===== src/rtl/mp3_pkg.sv =====
// Constants for MPEG-1 Layer III header detection: sync pattern, header field
// positions, bitrate/sample-rate tables and the precomputed frame-size table.
package mp3_pkg;

    localparam int unsigned SYNC_W   = 11;
    localparam logic [SYNC_W-1:0] SYNC = 11'h7FF;

    // Header bit positions within the 32-bit header word
    localparam int unsigned SYNC_HI  = 31;
    localparam int unsigned SYNC_LO  = 21;
    localparam int unsigned VER_HI   = 20;
    localparam int unsigned VER_LO   = 19;
    localparam int unsigned LAYER_HI = 18;
    localparam int unsigned LAYER_LO = 17;
    localparam int unsigned PROT_BIT = 16;
    localparam int unsigned BR_HI    = 15;
    localparam int unsigned BR_LO    = 12;
    localparam int unsigned SR_HI    = 11;
    localparam int unsigned SR_LO    = 10;
    localparam int unsigned PAD_BIT  = 9;
    localparam int unsigned MODE_HI  = 7;
    localparam int unsigned MODE_LO  = 6;
    localparam int unsigned EXT_HI   = 5;
    localparam int unsigned EXT_LO   = 4;
    localparam int unsigned EMPH_HI  = 1;
    localparam int unsigned EMPH_LO  = 0;

    localparam logic [1:0] VER_MPEG1   = 2'b11;
    localparam logic [1:0] LAYER_III   = 2'b01;
    localparam logic [3:0] BR_FREE     = 4'b0000;
    localparam logic [3:0] BR_BAD      = 4'b1111;
    localparam logic [1:0] SR_RESERVED = 2'b11;
    localparam logic [1:0] EMPH_RSVD   = 2'b10;

    localparam int unsigned FS_W = 11;

    // Reference tables; the frame-size tables below are derived from these
    localparam int unsigned BITRATE_KBPS [0:15] = '{
        0, 32, 40, 48, 56, 64, 80, 96, 112, 128, 160, 192, 224, 256, 320, 0};
    localparam int unsigned SAMPLE_RATE_HZ [0:3] = '{44100, 48000, 32000, 0};

    // floor(144 * bitrate_bps / samplerate_hz), indexed by bitrate index
    localparam logic [FS_W-1:0] FS_44K1 [0:15] = '{
        11'd0,   11'd104, 11'd130, 11'd156, 11'd182, 11'd208, 11'd261, 11'd313,
        11'd365, 11'd417, 11'd522, 11'd626, 11'd731, 11'd835, 11'd1044, 11'd0};
    localparam logic [FS_W-1:0] FS_48K [0:15] = '{
        11'd0,   11'd96,  11'd120, 11'd144, 11'd168, 11'd192, 11'd240, 11'd288,
        11'd336, 11'd384, 11'd480, 11'd576, 11'd672, 11'd768, 11'd960,  11'd0};
    localparam logic [FS_W-1:0] FS_32K [0:15] = '{
        11'd0,   11'd144, 11'd180, 11'd216, 11'd252, 11'd288, 11'd360, 11'd432,
        11'd504, 11'd576, 11'd720, 11'd864, 11'd1008, 11'd1152, 11'd1440, 11'd0};

endpackage


===== src/rtl/mp3_frame_size_lut.sv =====
// Combinational frame-length lookup for MPEG-1 Layer III.
// Ports:
//   br_idx     in  4   bitrate index (1..14 meaningful)
//   sr_idx     in  2   sample-rate index (0..2 meaningful)
//   padding    in  1   padding slot flag, adds one byte
//   frame_size out 11  frame length in bytes including header
module mp3_frame_size_lut
    import mp3_pkg::*;
(
    input  logic [3:0]      br_idx,
    input  logic [1:0]      sr_idx,
    input  logic            padding,
    output logic [FS_W-1:0] frame_size
);

    logic [FS_W-1:0] base_c;

    // Table select by sample rate; reserved rate yields 0 (never matched upstream)
    always_comb begin
        base_c = '0;
        case (sr_idx)
            2'd0:    base_c = FS_44K1[br_idx];
            2'd1:    base_c = FS_48K[br_idx];
            2'd2:    base_c = FS_32K[br_idx];
            default: base_c = '0;
        endcase
    end

    assign frame_size = FS_W'(base_c + FS_W'(padding));

endmodule


===== src/rtl/mp3_header_finder.sv =====
// Byte-aligned MPEG-1 Layer III frame header search and decode.
// Ports:
//   clk, rst       clock; synchronous active-high reset
//   axiid, axiiv   input byte (MSB earliest) and its valid strobe
//   valid_header   one-cycle pulse when a header completes
//   prot, mode, mode_ext, emphasis, frame_size
//                  decoded fields, held until the next match
module mp3_header_finder
    import mp3_pkg::*;
(
    input  logic            clk,
    input  logic            rst,
    input  logic [7:0]      axiid,
    input  logic            axiiv,
    output logic            valid_header,
    output logic            prot,
    output logic [1:0]      mode,
    output logic [1:0]      mode_ext,
    output logic [1:0]      emphasis,
    output logic [FS_W-1:0] frame_size
);

    logic [31:0]     sr;
    logic [31:0]     nxt_c;
    logic            match_c;
    logic [FS_W-1:0] fs_c;

    // Candidate header word including the byte on the bus this cycle
    assign nxt_c = {sr[23:0], axiid};

    always_comb begin
        match_c = axiiv
               && (nxt_c[SYNC_HI:SYNC_LO]   == SYNC)
               && (nxt_c[VER_HI:VER_LO]     == VER_MPEG1)
               && (nxt_c[LAYER_HI:LAYER_LO] == LAYER_III)
               && (nxt_c[BR_HI:BR_LO]       != BR_FREE)
               && (nxt_c[BR_HI:BR_LO]       != BR_BAD)
               && (nxt_c[SR_HI:SR_LO]       != SR_RESERVED)
               && (nxt_c[EMPH_HI:EMPH_LO]   != EMPH_RSVD);
    end

    mp3_frame_size_lut u_lut (
        .br_idx     (nxt_c[BR_HI:BR_LO]),
        .sr_idx     (nxt_c[SR_HI:SR_LO]),
        .padding    (nxt_c[PAD_BIT]),
        .frame_size (fs_c)
    );

    // Shift register and output capture; a match flushes sr so it cannot re-fire
    always_ff @(posedge clk) begin
        if (rst) begin
            sr           <= '0;
            valid_header <= 1'b0;
            prot         <= 1'b0;
            mode         <= '0;
            mode_ext     <= '0;
            emphasis     <= '0;
            frame_size   <= '0;
        end else begin
            valid_header <= 1'b0;
            if (axiiv) begin
                if (match_c) begin
                    sr           <= '0;
                    valid_header <= 1'b1;
                    prot         <= nxt_c[PROT_BIT];
                    mode         <= nxt_c[MODE_HI:MODE_LO];
                    mode_ext     <= nxt_c[EXT_HI:EXT_LO];
                    emphasis     <= nxt_c[EMPH_HI:EMPH_LO];
                    frame_size   <= fs_c;
                end else begin
                    sr <= nxt_c;
                end
            end
        end
    end

endmodule


===== config.mk =====
export PLATFORM = sky130hd
export DESIGN_NAME = mp3_header_finder
export DESIGN_NICKNAME = d
export VERILOG_FILES = /design/src/rtl/mp3_pkg.sv /design/src/rtl/mp3_frame_size_lut.sv /design/src/rtl/mp3_header_finder.sv
export SDC_FILE = /design/constraint.sdc
export NUM_CORES = 1
export LEC_CHECK = 0
export CORE_MARGIN = 4
export CORE_UTILIZATION = 35
export CTS_BUF_LIST = sky130_fd_sc_hd__clkbuf_2 sky130_fd_sc_hd__clkbuf_4 sky130_fd_sc_hd__clkbuf_8
export CTS_CLUSTER_SIZE = 8
export DETAILED_ROUTE_END_ITERATION = 16
export GPL_TIMING_DRIVEN = 1
export SYNTH_ARGS = -nofsm -noshare
export SYNTH_HDL_FRONTEND = slang
export SYNTH_HIERARCHICAL = 1
export SYNTH_SLANG_ARGS = --single-unit

===== constraint.sdc =====
create_clock -name clk -period 3.5 [get_ports clk]
set_input_delay 1.05 -clock clk [delete_from_list [all_inputs] [get_ports clk]]
set_output_delay 1.05 -clock clk [all_outputs]
set_load 0.02 [all_outputs]

==> load_flow_metrics.sql, run 1 <==
INSERT INTO impl_metrics (metric_group, metric, value, unit) VALUES
('cts', 'clkSlewWorstSetupHoldPaths', '0.09', 'ns'),
('drt', 'drt_pre_antenna_iters', '4', ''),
('synth', 'yosysTopAreaCellShare', '29.3', '%'),
('floorplan', 'boundaryPins', '30', ''),
('synth', 'synth.largest_area_cell', 'sky130_fd_sc_hd__dfxtp_1', ''),
('cts', 'cts_root_buffer', 'sky130_fd_sc_hd__clkbuf_8', ''),
('cts', 'htree_levels', '2', ''),
('synth', 'synth.distinct_cells', '64', ''),
('drt', 'dr.first_iter.drc_count', '233', ''),
('place', 'io_buffer_count', '29', ''),
('sta', 'timing_hold_violations_final', '0', ''),
('final_layout', 'syn2layout_area_growth', '15.7', '%'),
('sta', 'finalMaxSlewViolations', '0', ''),
('critical_path', 'worst-setup-path-type', 'reg2reg', ''),
('floorplan', 'fp.dieW', '99.7', 'microns'),
('synth', 'netlist_instances', '322', ''),
('sta', 'report.final.setup_viol', '0', ''),
('sta', 'final_critical_path_setup_slack', '0.527', 'ns'),
('final_layout', 'regArea', '861', 'sq um'),
('synth', 'syn-num-nets', '346', ''),
('synth', 'netlist_area', '2940', 'sq um'),
('grt', 'number_of_global_route_vias_before_repair', '2140', ''),
('sta', 'worst_clock_skew', '0.00635', 'ns'),
('sta', 'max_slew_margin', '40.1', '%'),
('floorplan', 'floorplan.core_area', '8220', 'sq um'),
('pwr', 'cellLeakagePower', '1.23', 'nW'),
('synth', 'synth_seq_area_share', '29.3', '%'),
('pwr', 'max-vdd-ir-drop', '0.158', 'mV'),
('sta', 'final.period_utilization', '85.0', '%'),
('synth', 'postSynth.asyncResetShare', '0', '%'),
('synth', 'synthFlopType', 'sky130_fd_sc_hd__dfxtp_1', ''),
('floorplan', 'initial_core_util', '35.8', '%'),
('cts', 'ctsLongestPathBuffers', '2', ''),
('final_layout', 'final_core_occ', '41.4', '%'),
('final_layout', 'multi_input_gate_area_in_the_final_layout', '1880', 'sq um'),
('sta', 'max_slew.worst_pin.slew', '0.898', 'ns'),
('drt', 'vias_per_cell', '5.20', ''),
('cts', 'cts-resized-gates', '0', ''),
('place', 'dp.cells', '438', ''),
('pwr', 'powerDensity', '355', 'nW/um^2'),
('final_layout', 'layout.filler_cells', '803', ''),
('synth', 'synthesized_flop_and_latch_total', '43', ''),
('synth', 'yosys_warn_count', '6', ''),
('grt', 'pin_count_of_the_biggest_net_entering_global_routing', '62', ''),
('cts', 'cts_num_sinks', '43', ''),
('sta', 'fmaxAchievable', '336', 'MHz'),
('place', 'routabilityCongestion', '0.868', ''),
('drt', 'drc', '0', ''),
('critical_path', 'startpoint_type', 'flip-flop', ''),
('critical_path', 'timing.critical_path.required', '3.69', 'ns'),
('grt', 'grt_pass1_wl', '10.8', 'mm'),
('drt', 'via_count', '2318', ''),
('run', 'max_cap_violations', '0', ''),
('place', 'place_worst_setup_slack', '0.519', 'ns'),
('floorplan', 'design.die.area', '9940', 'sq um'),
('synth', 'synthesis.area_per_instance', '9.14', 'sq um'),
('floorplan', 'die_h', '99.7', 'microns'),
('drt', 'drt.antenna.violating_nets', '0', ''),
('drt', 'finalWirelength', '6.33', 'mm'),
('outcome', 'outcome', 'finished, final reports clean', ''),
('cts', 'post_cts_buffers', '0', ''),
('critical_path', 'worstRegToRegCells', '11', ''),
('critical_path', 'worstPathMaxFanout', '21', ''),
('grt', 'globalRouteOverflowTotal', '0', ''),
('critical_path', 'worst-endpoint-arrival', '3.16', 'ns'),
('worst_hold_path', 'hold_depth', '2', ''),
('sta', 'fin_setup_tns', '0', 'ns'),
('final_layout', 'finish.cell_count_without_fillers', '446', ''),
('cts', 'postCtsHoldBufs', '0', ''),
('synth', 'most_area_consuming_cells_after_synthesis', 'sky130_fd_sc_hd__dfxtp_1 29%, sky130_fd_sc_hd__mux2i_1 17%, sky130_fd_sc_hd__nand2b_1 10%, sky130_fd_sc_hd__ha_1 5.5%, sky130_fd_sc_hd__nor3_1 3.7%', ''),
('synth', 'synth_edf_count', '0', '');
-- where the power goes --
| group | total, mW | internal, mW | switching (mW) |
|---|---|---|---|
| combinational | 0.219 | 0.104 | 0.114 |
| sequential | 0.519 | 0.499 | 0.0202 |
| clock | 0.471 | 0.290 | 0.181 |
-- registers in the layout (all words and copies together), names as in the netlist --
name / count
sr: 24
frame_size: 11
emphasis: 2
mode: 2
mode_ext: 2
prot: 1
valid_header: 1
-- worst max-delay path, stage by stage, from the launching register on --
cell and delay (ns):
sky130_fd_sc_hd__dfxtp_1 0.91, sky130_fd_sc_hd__ha_1 0.30, sky130_fd_sc_hd__o21ai_0 0.13, sky130_fd_sc_hd__a21oi_1 0.19
sky130_fd_sc_hd__ha_1 0.23, sky130_fd_sc_hd__inv_1 0.06, sky130_fd_sc_hd__a2111oi_2 0.36, sky130_fd_sc_hd__and2b_2 0.25
sky130_fd_sc_hd__nand4b_1 0.11, sky130_fd_sc_hd__xor2_1 0.16, sky130_fd_sc_hd__nand2b_1 0.08, sky130_fd_sc_hd__mux2i_1 0.06
-- layer usage --
layer / part of all wire, % / global-route usage (%) / vias up
met5: 0 / 0 / -
met4: 0.36 / 2.21 / 0
met3: 4.4 / 2.73 / 2
met1: 51 / 19.4 / 1076
li1: - / - / 1186
met2: 44 / 19.4 / 54
-- final cells by class --
cell class,instances,share of cell area [%]
clock buffers,5,2.02
repair buffers,38,10.7
multi-input cells,244,55.1
clock inverters,3,2.09
well taps,105,3.86
inverters,8,0.882
flip-flops and latches,43,25.3
-- layout by cell type, fill, tap and decap left out, types with 2 or more instances in the layout --
master                             n
sky130_fd_sc_hd__a211oi_1          3
sky130_fd_sc_hd__buf_4             8
sky130_fd_sc_hd__nand4_1           3
sky130_fd_sc_hd__or2_2             3
sky130_fd_sc_hd__a311oi_1          2
sky130_fd_sc_hd__dfxtp_1          43
sky130_fd_sc_hd__bufinv_16         2
sky130_fd_sc_hd__or4_1             3
sky130_fd_sc_hd__xor2_1            4
sky130_fd_sc_hd__clkbuf_8          5
sky130_fd_sc_hd__clkdlybuf4s50_1  28
sky130_fd_sc_hd__o21ai_0           8
sky130_fd_sc_hd__nor2b_1           4
sky130_fd_sc_hd__a21oi_1           8
sky130_fd_sc_hd__ha_1             13
sky130_fd_sc_hd__nand2b_1         48
sky130_fd_sc_hd__and2b_1           2
sky130_fd_sc_hd__nand3_1           2
sky130_fd_sc_hd__nand4b_1          3
sky130_fd_sc_hd__a32oi_1           2
sky130_fd_sc_hd__o22ai_1           2
sky130_fd_sc_hd__inv_1             7
sky130_fd_sc_hd__o211ai_1          2
sky130_fd_sc_hd__nor3_1           22
sky130_fd_sc_hd__xnor2_1           4
sky130_fd_sc_hd__nor2_1           13
sky130_fd_sc_hd__nand2_1           7
sky130_fd_sc_hd__mux2i_1          51
sky130_fd_sc_hd__nor3_2            3
-- cells by family (layout without fill, tap and decap cells) --
family / Yosys count / count (layout) / synth area share [%]
and+or+nand+nor: 122 / 122 / 24.5
muxes: 53 / 53 / 18.5
AOI/OAI and AO/OA: 48 / 48 / 12.8
DFF: 43 / 43 / 29.3
buffers and inverters: 35 / 54 / 7.02
adders and majority gates: 13 / 13 / 5.53
xor gates and xnor gates: 8 / 8 / 2.38
-- per-stage QoR --
stage	hold slack, ns	instance area, sq um
6_report	0.474	3400
5_1_grt	0.500	3400
4_1_cts	0.479	3400
3_5_place_dp	0.460	3260
3_3_place_gp	0.458	3260
2_1_floorplan	0.460	2940
-- final timing paths --
check                                    end                  startpoint  slack [ns]
setup / recovery  frame_size[9]$_SDFFE_PP0P_          sr[6]$_SDFFE_PP0P_        0.53
hold / removal    frame_size[7]$_SDFFE_PP0P_  frame_size[7]$_SDFFE_PP0P_        0.47
setup reg to reg  frame_size[9]$_SDFFE_PP0P_          sr[6]$_SDFFE_PP0P_        0.53
hold reg to reg   frame_size[7]$_SDFFE_PP0P_  frame_size[7]$_SDFFE_PP0P_        0.47
No activity file was read; power rests on OpenSTA's default activity.
==> run 2, diff against run 1 <==
==> constraint.sdc (replaced) <==
create_clock -name clk -period 3 [get_ports clk]
set_input_delay 0.9 -clock clk [delete_from_list [all_inputs] [get_ports clk]]
set_output_delay 0.9 -clock clk [all_outputs]
set_load 0.02 [all_outputs]
==> load_flow_metrics.sql, run 2 (synthesis gave the netlist of run 1 again) <==
INSERT INTO impl_metrics (metric_group, metric, value, unit) VALUES
('outcome', 'outcome', 'finished, final reports clean', ''),
('floorplan', 'fp-row-count', '33', ''),
('sta', 'fin_setup_tns', '0', 'ns'),
('drt', 'dr.first_iter.drc_count', '176', ''),
('grt', 'globalRouteOverflowTotal', '0', ''),
('grt', 'pin_count_of_the_biggest_net_entering_global_routing', '47', ''),
('floorplan', 'initial_core_util', '35.8', '%'),
('cts', 'numCtsBuffers', '5', ''),
('final_layout', 'registers_with_the_most_flip_flops', 'sr (24), frame_size (11)', ''),
('cts', 'cts_num_sinks', '43', ''),
('sta', 'max_slew_margin', '59.2', '%'),
('worst_hold_path', 'min-delay-path-class', 'reg2reg', ''),
('critical_path', 'worstRegToRegCells', '10', ''),
('critical_path', 'crit_path_cell_trace', 'inv_1 -> ha_1 -> mux2i_1 -> o21ai_0 -> o22ai_1 -> a2bb2oi_2 -> nand4b_1 -> xor2_1 -> nand2b_1 -> mux2i_1', ''),
('sta', 'worst_clock_skew', '0.00603', 'ns'),
('critical_path', 'worst-endpoint-arrival', '2.82', 'ns'),
('drt', 'vias_per_cell', '5.34', ''),
('floorplan', 'die_h', '99.7', 'microns'),
('final_layout', 'layout.filler_cells', '821', ''),
('drt', 'via_count', '2403', ''),
('cts', 'cts-resized-gates', '0', ''),
('critical_path', 'worst_path_dominant_cell_family', 'compound AO/OA/AOI/OAI gates', ''),
('critical_path', 'timing.critical_path.required', '3.22', 'ns'),
('cts', 'cts_root_buffer', 'sky130_fd_sc_hd__clkbuf_8', ''),
('place', 'dpl-instance-area', '3290', 'sq um'),
('pwr', 'powerDensity', '411', 'nW/um^2'),
('cts', 'clkSlewWorstSetupHoldPaths', '0.09', 'ns'),
('pwr', 'max-vdd-ir-drop', '0.186', 'mV'),
('floorplan', 'design.die.area', '9940', 'sq um'),
('final_layout', 'drive_gt1_share', '11.9', '%'),
('critical_path', 'critical_path.reg2reg.startpoint', 'sr[5]$_SDFFE_PP0P_', ''),
('final_layout', 'fin_nets', '368', ''),
('run', 'max_cap_violations', '0', ''),
('critical_path', 'startpoint_type', 'flip-flop', ''),
('place', 'routabilityCongestion', '0.864', ''),
('grt', 'number_of_global_route_vias_before_repair', '2335', ''),
('drt', 'drt_pre_antenna_iters', '4', ''),
('final_layout', 'final_cell_mix', '51 x sky130_fd_sc_hd__mux2i_1, 48 x sky130_fd_sc_hd__nand2b_1, 43 x sky130_fd_sc_hd__dfxtp_1, 28 x sky130_fd_sc_hd__clkdlybuf4s50_1, 22 x sky130_fd_sc_hd__nor3_1', ''),
('drt', 'finalWirelength', '7.10', 'mm'),
('floorplan', 'floorplan.core_area', '8220', 'sq um'),
('cts', 'htree_levels', '2', ''),
('grt', 'grt_pass1_wl', '11.9', 'mm'),
('sta', 'report.final.setup_viol', '0', ''),
('final_layout', 'antenna_cells_inserted', '0', ''),
('final_layout', 'largest_register', 'sr', ''),
('floorplan', 'boundaryPins', '30', ''),
('drt', 'avgRoutedWirePerCell', '15.8', 'microns'),
('cts', 'postCtsHoldBufs', '0', ''),
('sta', 'final.period_utilization', '86.7', '%'),
('cts', 'tritoncts', 'yes', ''),
('drt', 'drc', '0', ''),
('place', 'io_buffer_count', '29', ''),
('cts', 'clkLatencyLatePin', '0.29', 'ns'),
('sta', 'timing_hold_violations_final', '0', ''),
('grt', 'antenna_found_initial', '0', ''),
('sta', 'timing.final.crit_period', '2.60', 'ns'),
('cts', 'ctsLongestPathBuffers', '2', ''),
('critical_path', 'cp_common_cell', 'sky130_fd_sc_hd__mux2i_1', ''),
('critical_path', 'worst-setup-path-type', 'reg2reg', ''),
('sta', 'fmaxAchievable', '384', 'MHz'),
('place', 'place.detailed.hpwl', '5.00', 'mm'),
('worst_hold_path', 'hp-start', 'frame_size[5]$_SDFFE_PP0P_', ''),
('floorplan', 'fp.dieW', '99.7', 'microns'),
('sta', 'finalMaxSlewViolations', '0', ''),
('final_layout', 'mostFrequentLayoutCell', 'sky130_fd_sc_hd__mux2i_1', ''),
('critical_path', 'critical_path.endpoint_type', 'flip-flop', ''),
('critical_path', 'worst-path-stages', '10', ''),
('sta', 'max_slew.worst_pin.slew', '0.611', 'ns'),
('critical_path', 'cp_slowest_stage_delay', '0.44', 'ns'),
('pwr', 'cellLeakagePower', '1.25', 'nW'),
('final_layout', 'largest_register_ffs', '24', ''),
('drt', 'drt.antenna.violating_nets', '0', ''),
('critical_path', 'critical-path-slowest-cell', 'sky130_fd_sc_hd__ha_1', ''),
('cts', 'post_cts_buffers', '0', ''),
('worst_hold_path', 'hold_depth', '2', ''),
('critical_path', 'critical_path.startpoint', 'sr[5]$_SDFFE_PP0P_', ''),
('critical_path', 'timing.critical_path.buf_inv', '1', ''),
('critical_path', 'worstPathMaxFanout', '8', ''),
('final_layout', 'syn2layout_area_growth', '16.6', '%'),
('sta', 'grt_setup_unrepaired', 'no', ''),
('final_layout', 'cell_area_after_layout', '3430', 'sq um'),
('grt', 'grt_resource_usage_total', '14.5', '%');
## run 2: changes by cell type in the layout (fill, tap and decap cells not counted), sizes merged
cell / delta
buf: +4
clkinvlp: +1
inv: -1
## run 2: path summary, 6_finish.rpt
kind	to	slack (ns)
max	frame_size[9]$_SDFFE_PP0P_	0.40
min	frame_size[5]$_SDFFE_PP0P_	0.47
min reg2reg	frame_size[5]$_SDFFE_PP0P_	0.47
max reg2reg	frame_size[9]$_SDFFE_PP0P_	0.40
## run 2: where the power goes
part | internal [mW] | switching, mW | leakage (nW)
Clock | 0.332 | 0.204 | 0.0644
Sequential | 0.582 | 0.0173 | 0.349
Combinational | 0.125 | 0.148 | 0.833
Total | 1.04 | 0.369 | 1.25
## run 2: stage by stage
stage                     worst slack [ns]  utilization, %  hold WS, ns  instances  total power, mW
final                                0.398            41.8        0.474        450             1.41
after global routing                 0.166            41.8        0.501        450             1.48
after CTS                            0.431            41.8        0.478        450             1.42
after detailed placement             0.405            40.1        0.463        442            0.882
after global placement               0.441            40.1        0.457        442            0.881
after floorplan                      0.590               -        0.460        322            0.813
## run 2: cell type report
cell class                      count  area (sq um)  area share, %
Tap cell                          105           131           3.83
Multi-Input combinational cell    244          1880           54.7
Sequential cell                    43           861           25.1
Clock inverter                      3          67.6           1.97
Inverter                            8          30.0          0.875
Clock buffer                        5          68.8           2.01
Timing Repair Buffer               42           395           11.5
## run 2: worst min-delay path, cell delays in order (launching register included)
cell                       delay [ns]
sky130_fd_sc_hd__dfxtp_1         0.31
sky130_fd_sc_hd__nand2b_1        0.06
sky130_fd_sc_hd__mux2i_1         0.05
## run 2: per-layer routing
| metal | up-vias | track usage (%) | part of all wire [%] |
|---|---|---|---|
| met5 | - | 0 | 0 |
| met3 | 4 | 2.81 | 4.2 |
| met1 | 1159 | 19.9 | 47 |
| li1 | 1193 | - | - |
| met2 | 47 | 23.9 | 48 |
| met4 | 0 | 2.52 | 0.51 |
==> run 3, diff against run 2 <==
--- a/config.mk
+++ b/config.mk
@@ -5,11 +5,13 @@
 export SDC_FILE = /design/constraint.sdc
 export NUM_CORES = 1
 export LEC_CHECK = 0
+export ABC_AREA = 1
 export CORE_MARGIN = 4
 export CORE_UTILIZATION = 35
 export CTS_BUF_LIST = sky130_fd_sc_hd__clkbuf_2 sky130_fd_sc_hd__clkbuf_4 sky130_fd_sc_hd__clkbuf_8
 export CTS_CLUSTER_SIZE = 8
 export DETAILED_ROUTE_END_ITERATION = 16
+export GPL_ROUTABILITY_DRIVEN = 0
 export GPL_TIMING_DRIVEN = 1
 export SYNTH_ARGS = -nofsm -noshare
 export SYNTH_HDL_FRONTEND = slang
==> load_flow_metrics.sql, run 3 <==
INSERT INTO impl_metrics (metric_group, metric, value, unit) VALUES
('outcome', 'outcome', 'finished, final reports clean', ''),
('grt', 'number_of_global_route_vias_before_repair', '2620', ''),
('sta', 'timing.final.crit_period', '2.38', 'ns'),
('synth', 'synthesis.area_per_instance', '6.40', 'sq um'),
('grt', 'pin_count_of_the_biggest_net_entering_global_routing', '50', ''),
('drt', 'via_count', '2824', ''),
('cts', 'cts_root_buffer', 'sky130_fd_sc_hd__clkbuf_8', ''),
('synth', 'synth_common_cells', '126 x sky130_fd_sc_hd__nand2_1, 73 x sky130_fd_sc_hd__nor2_1, 60 x sky130_fd_sc_hd__inv_1', ''),
('floorplan', 'design.die.area', '10000', 'sq um'),
('pwr', 'powerDensity', '412', 'nW/um^2'),
('synth', 'most_area_consuming_cells_after_synthesis', 'sky130_fd_sc_hd__dfxtp_1 29%, sky130_fd_sc_hd__nand2_1 16%, sky130_fd_sc_hd__nor2_1 9.2%, sky130_fd_sc_hd__inv_1 7.6%, sky130_fd_sc_hd__nand3_1 7.1%', ''),
('sta', 'finalMaxSlewViolations', '0', ''),
('final_layout', 'multi_input_gate_area_in_the_final_layout', '1730', 'sq um'),
('final_layout', 'cell_area_after_layout', '3480', 'sq um'),
('synth', 'yosys.cell_count.top_type', 'sky130_fd_sc_hd__nand2_1', ''),
('critical_path', 'startpoint_type', 'flip-flop', ''),
('sta', 'fmaxAchievable', '420', 'MHz'),
('cts', 'post_cts_buffers', '0', ''),
('pwr', 'max-vdd-ir-drop', '0.248', 'mV'),
('critical_path', 'timing.critical_path.buf_inv', '5', ''),
('synth', 'synthFlopType', 'sky130_fd_sc_hd__dfxtp_1', ''),
('final_layout', 'drive_gt1_share', '9.61', '%'),
('synth', 'netlist_area', '2960', 'sq um'),
('synth', 'yosys_warn_count', '6', ''),
('critical_path', 'critical-path-slowest-cell', 'sky130_fd_sc_hd__dfxtp_1', ''),
('critical_path', 'critical_path.endpoint_type', 'flip-flop', ''),
('sta', 'fin_setup_tns', '0', 'ns'),
('final_layout', 'syn2layout_area_growth', '17.5', '%'),
('final_layout', 'mostFrequentLayoutCell', 'sky130_fd_sc_hd__nand2_1', ''),
('synth', 'synth.largest_area_cell', 'sky130_fd_sc_hd__dfxtp_1', ''),
('synth', 'netlist_instances', '463', ''),
('floorplan', 'floorplan.core_area', '8220', 'sq um'),
('drt', 'drc', '0', ''),
('critical_path', 'worstPathMaxFanout', '7', ''),
('cts', 'tritoncts', 'yes', ''),
('cts', 'htree_levels', '2', ''),
('cts', 'numCtsBuffers', '5', ''),
('critical_path', 'worst_path_dominant_cell_family', 'simple AND/OR/NAND/NOR gates', ''),
('floorplan', 'fp-row-count', '33', ''),
('cts', 'cts-resized-gates', '0', ''),
('grt', 'grt_resource_usage_total', '14.0', '%'),
('synth', 'yosysTopAreaCellShare', '29.0', '%'),
('final_layout', 'layout.filler_cells', '873', ''),
('synth', 'synth_seq_area_share', '29.0', '%'),
('cts', 'clkLatencyLatePin', '0.29', 'ns'),
('drt', 'dr.first_iter.drc_count', '168', ''),
('final_layout', 'largest_register', 'sr', ''),
('floorplan', 'boundaryPins', '30', ''),
('cts', 'clkSlewWorstSetupHoldPaths', '0.08', 'ns'),
('synth', 'syn-num-nets', '487', ''),
('critical_path', 'timing.critical_path.required', '3.19', 'ns'),
('floorplan', 'initial_core_util', '36.1', '%'),
('place', 'place.detailed.hpwl', '5.13', 'mm'),
('drt', 'avgRoutedWirePerCell', '11.5', 'microns'),
('grt', 'antenna_found_initial', '0', ''),
('synth', 'synth_edf_count', '0', ''),
('critical_path', 'cp_common_cell', 'sky130_fd_sc_hd__inv_1', ''),
('sta', 'worst_clock_skew', '0.00984', 'ns'),
('pwr', 'cellLeakagePower', '1.59', 'nW'),
('sta', 'max_slew_margin', '65.9', '%'),
('sta', 'max_slew.worst_pin.slew', '0.511', 'ns'),
('drt', 'drt.antenna.violating_nets', '0', ''),
('grt', 'grt_pass1_wl', '11.8', 'mm'),
('grt', 'globalRouteOverflowTotal', '0', ''),
('final_layout', 'registers_with_the_most_flip_flops', 'sr (24), frame_size (11)', ''),
('sta', 'report.final.setup_viol', '0', ''),
('cts', 'postCtsHoldBufs', '0', ''),
('synth', 'synthesized_flop_and_latch_total', '43', ''),
('critical_path', 'worst-endpoint-arrival', '2.57', 'ns'),
('sta', 'timing_hold_violations_final', '0', ''),
('cts', 'ctsLongestPathBuffers', '2', ''),
('place', 'io_buffer_count', '29', ''),
('final_layout', 'final_cell_mix', '126 x sky130_fd_sc_hd__nand2_1, 73 x sky130_fd_sc_hd__nor2_1, 60 x sky130_fd_sc_hd__inv_1, 43 x sky130_fd_sc_hd__dfxtp_1, 42 x sky130_fd_sc_hd__nand3_1', ''),
('final_layout', 'antenna_cells_inserted', '0', ''),
('floorplan', 'die_h', '100', 'microns'),
('cts', 'cts_num_sinks', '43', ''),
('synth', 'synth.distinct_cells', '30', ''),
('drt', 'drt_pre_antenna_iters', '5', ''),
('floorplan', 'fp.dieW', '100', 'microns'),
('critical_path', 'cp_slowest_stage_delay', '0.52', 'ns'),
('pwr', 'report.power.total', '1.44', 'mW'),
('synth', 'postSynth.asyncResetShare', '0', '%'),
('sta', 'grt_setup_unrepaired', 'no', ''),
('sta', 'final.period_utilization', '79.3', '%'),
('run', 'max_cap_violations', '0', ''),
('worst_hold_path', 'min-delay-path-class', 'reg2reg', ''),
('final_layout', 'fin_nets', '512', ''),
('critical_path', 'crit_path_cell_trace', 'inv_1 -> ha_1 -> inv_1 -> nand2_1 -> nand2_1 -> nor2_1 -> a21oi_1 -> inv_1 -> ha_1 -> inv_1 -> nor2_4 -> nand2_1 -> o21ai_1 -> inv_1 -> nand3_1 -> nand2_1 -> nor2_1', ''),
('final_layout', 'largest_register_ffs', '24', ''),
('place', 'dpl-instance-area', '3350', 'sq um'),
('drt', 'vias_per_cell', '4.75', ''),
('drt', 'finalWirelength', '6.85', 'mm'),
('final_layout', 'regArea', '861', 'sq um'),
('critical_path', 'worst-setup-path-type', 'reg2reg', '');
-- run 3: layer usage --
metal,global-route usage [%],vias to the layer above,wire length [microns]
met5,0,-,0
met4,2.69,0,70
met3,2.57,8,239
met2,24.0,49,3300
met1,18.5,1259,3250
li1,-,1508,-
-- run 3: worst min-delay path, stage by stage (launching register included) --
cell                      delay, ns
sky130_fd_sc_hd__dfxtp_1       0.32
sky130_fd_sc_hd__nand3_1       0.07
sky130_fd_sc_hd__nand2_1       0.04
-- run 3: path summary, 6_finish.rpt --
check / cells after the start / endpoint / from / slack, ns
worst max register to register: 17 / frame_size[10]$_SDFFE_PP0P_ / sr[5]$_SDFFE_PP0P_ / 0.62
worst min register to register: 2 / prot$_SDFFE_PP0P_ / prot$_SDFFE_PP0P_ / 0.47
worst max-delay path: 17 / frame_size[10]$_SDFFE_PP0P_ / sr[5]$_SDFFE_PP0P_ / 0.62
worst min-delay path: 2 / prot$_SDFFE_PP0P_ / prot$_SDFFE_PP0P_ / 0.47
-- run 3: report_power, final --
part,switching (mW),internal (mW)
sequential,0.0221,0.592
clock,0.191,0.342
combinational,0.183,0.107
-- run 3: stage by stage --
| stage | hold WS (ns) | std cells | utilization, % | setup slack, ns |
|---|---|---|---|---|
| 2_1_floorplan | 0.467 | 463 | - | 0.811 |
| 3_3_place_gp | 0.459 | 586 | 40.7 | 0.507 |
| 3_5_place_dp | 0.464 | 586 | 40.7 | 0.458 |
| 4_1_cts | 0.476 | 594 | 42.4 | 0.609 |
| 5_1_grt | 0.497 | 594 | 42.4 | 0.392 |
| 6_report | 0.471 | 594 | 42.4 | 0.621 |
-- run 3: cells by family (layout without fill, tap and decap cells) --
logic type      count (synthesis)  after routing  share of synthesized area, %
simple gates                  281            281                          43.3
buf+inv                        85            111                          12.5
flops                          43             43                          29.0
compound gates                 36             36                          8.27
fa+ha+maj                      13             13                          5.49
xor+xnor                        5              5                          1.48
-- run 3: cell type report --
class	instances	share of cell area (%)
Sequential cell	43	24.7
Clock inverter	2	1.72
Multi-Input combinational cell	335	49.8
Tap cell	105	3.77
Timing Repair Buffer	39	10.8
Clock buffer	6	2.19
Inverter	64	6.97
==> variant, RTL diff (config.mk and constraints of run 3) <==
Reset style: asynchronous (`rst`), changed in one clocked block. Comments in the files are not updated.
--- a/src/rtl/mp3_header_finder.sv
+++ b/src/rtl/mp3_header_finder.sv
@@ -47,7 +47,7 @@
     );
 
     // Shift register and output capture; a match flushes sr so it cannot re-fire
-    always_ff @(posedge clk) begin
+    always_ff @(posedge clk or posedge rst) begin
         if (rst) begin
             sr           <= '0;
             valid_header <= 1'b0;
Check against the original RTL: differs if rst is asserted again (counterexample within 10 cycles, from zero or initial values and one cycle with rst high); with rst held inactive, the same outputs for 10 cycles.
==> variant against run 3 <==
Sequential cell count stayed put; sequential share of layout area is 7.3 points higher; via count is 11% lower; total power is 3.2% lower; wire length is 2.2% lower; design area is 3.6% lower; area after synthesis is 1.8% lower; clock power is 33% lower; combinational power is 30% higher; die area is 1.6% lower; count of clock-buffer cells in the layout is 1 lower; critical path depth is 5 lower; setup slack better by 0.031 ns; first-iteration DRC count is 23% higher; critical endpoint is now frame_size[10]; largest power group unchanged.
==> variant: results (changes against run 3) <==
metric	value	unit	change
outcome	completed		
post-synthesis xor/xnor area fraction	1.50	%	+0.027 points
Max IR drop VDD	0.153	mV	-38%
Port Buffers	29		unchanged
wire length on met1	3.12	mm	-3.8%
Detailed Routing Iterations Pass 1	4		-1
largest stage delay on the critical path	0.57	ns	+0.05 ns
Adder-Cell Fraction of Synth Area	5.59	%	+0.099 points
Total Wirelength	6.71	mm	-2.2%
clock skew	0.00370	ns	-0.00614 ns
met2 Track Usage GR	23.0	%	-0.98 points
# diodes	0		unchanged
final-layout fill cell count	858		-1.7%
Slew @ Worst Pin	0.538	ns	+0.0268 ns
Layout Nets	449		-12%
Register-to-Register Path Depth	12		-5
Seq/Total Area, Yosys	37.0	%	+7.9 points
gr usage total	14.3	%	+0.25 points
total power	0.00139	W	-3.2%
share of layout cells above drive strength 1	10.3	%	+0.72 points
uppermost layer routed	met4		
Compound-Gate Fraction of Synth Area	4.17	%	-4.1 points
Post-CTS Setup Bufs	0		unchanged
dpl hpwl	4.91	mm	-4.3%
post-synthesis cell type count	32		+6.7%
most area-consuming cells after synthesis	dfrtp_1 (37%), nand2_1 (17%), nand3_1 (6.7%)		
largest net degree at the start of global routing	44		-12%
Critical Path RT	3.23	ns	+0.04 ns
grt met1 use	20.1	%	+1.5 points
Clock power frac	25.8	%	-11 points
first-pass GRT wire length	11.5	mm	-2.7%
worst min-delay path endpoint	prot		
FF-to-FF setup slack	0.65	ns	+0.03 ns
Hold Path Origin	prot		
DRC	0		unchanged
CP Max Fanout	13		+6
Critical Path Slowest Stage Cell	dfrtp_1		
reg2reg end	frame_size[10]		
worst min path class	register to register		
asr flop ratio synth	100	%	+100 points
critical path class	register to register		
Vias	2523		-11%
mux cell area share after synthesis	3.09	%	+3.1 points
r2r startpoint	sr[6]		
vias in the first global route	2378		-9.2%
GR met3 Demand/Resource	2.59	%	+0.023 points
maximum clock path buffer count	2		unchanged
Synth Net Count	421		-14%
DR WL met2	3.15	mm	-4.4%
leakage	1.79	nW	+12%
cts bufs inserted	5		unchanged
DR iter-0 viols	207		+23%
top flop regs	sr x24, frame_size x11		
routed wl met3	372	microns	+56%
Area after DPL	3280	sq um	-2.1%
sw frac	34.3	%	+6.7 points
commonest cells in the synthesized netlist	nand2_1 (135), nor2_1 (48), dfrtp_1 (43)		
Final setup viols	0		unchanged
initial antenna violation count	0		unchanged
Seq. pwr	0.000656	W	+6.8%
[variant: changes by cell type in the layout (fill, tap and decap cells not counted), moves of 8 or more]
cell / before / now
nand2_1: 126 / 135
mux2i_1: 0 / 9
dfxtp_1: 43 / 0
nor2_1: 73 / 48
dfrtp_1: 0 / 43
o211ai_1: 24 / 1
nand4_1: 9 / 1
inv_1: 60 / 33
[variant: final cells by class]
type,instances,area share (%)
Tap cell,105,3.91
Sequential cell,43,32.0
Clock buffer,5,2.05
Clock inverter,3,0.447
Multi-Input combinational cell,300,46.8
Timing Repair Buffer,36,10.2
Inverter,39,4.58
[variant: through the flow]
step / std cells / hold slack, ns / worst slack (ns) / util [%]
2_1_floorplan: 397 / 0.449 / 0.887 / -
3_3_place_gp: 523 / 0.461 / 0.460 / 40.3
3_5_place_dp: 523 / 0.459 / 0.401 / 40.3
4_1_cts: 531 / 0.479 / 0.659 / 41.3
5_1_grt: 531 / 0.501 / 0.387 / 41.3
6_report: 531 / 0.472 / 0.652 / 41.3
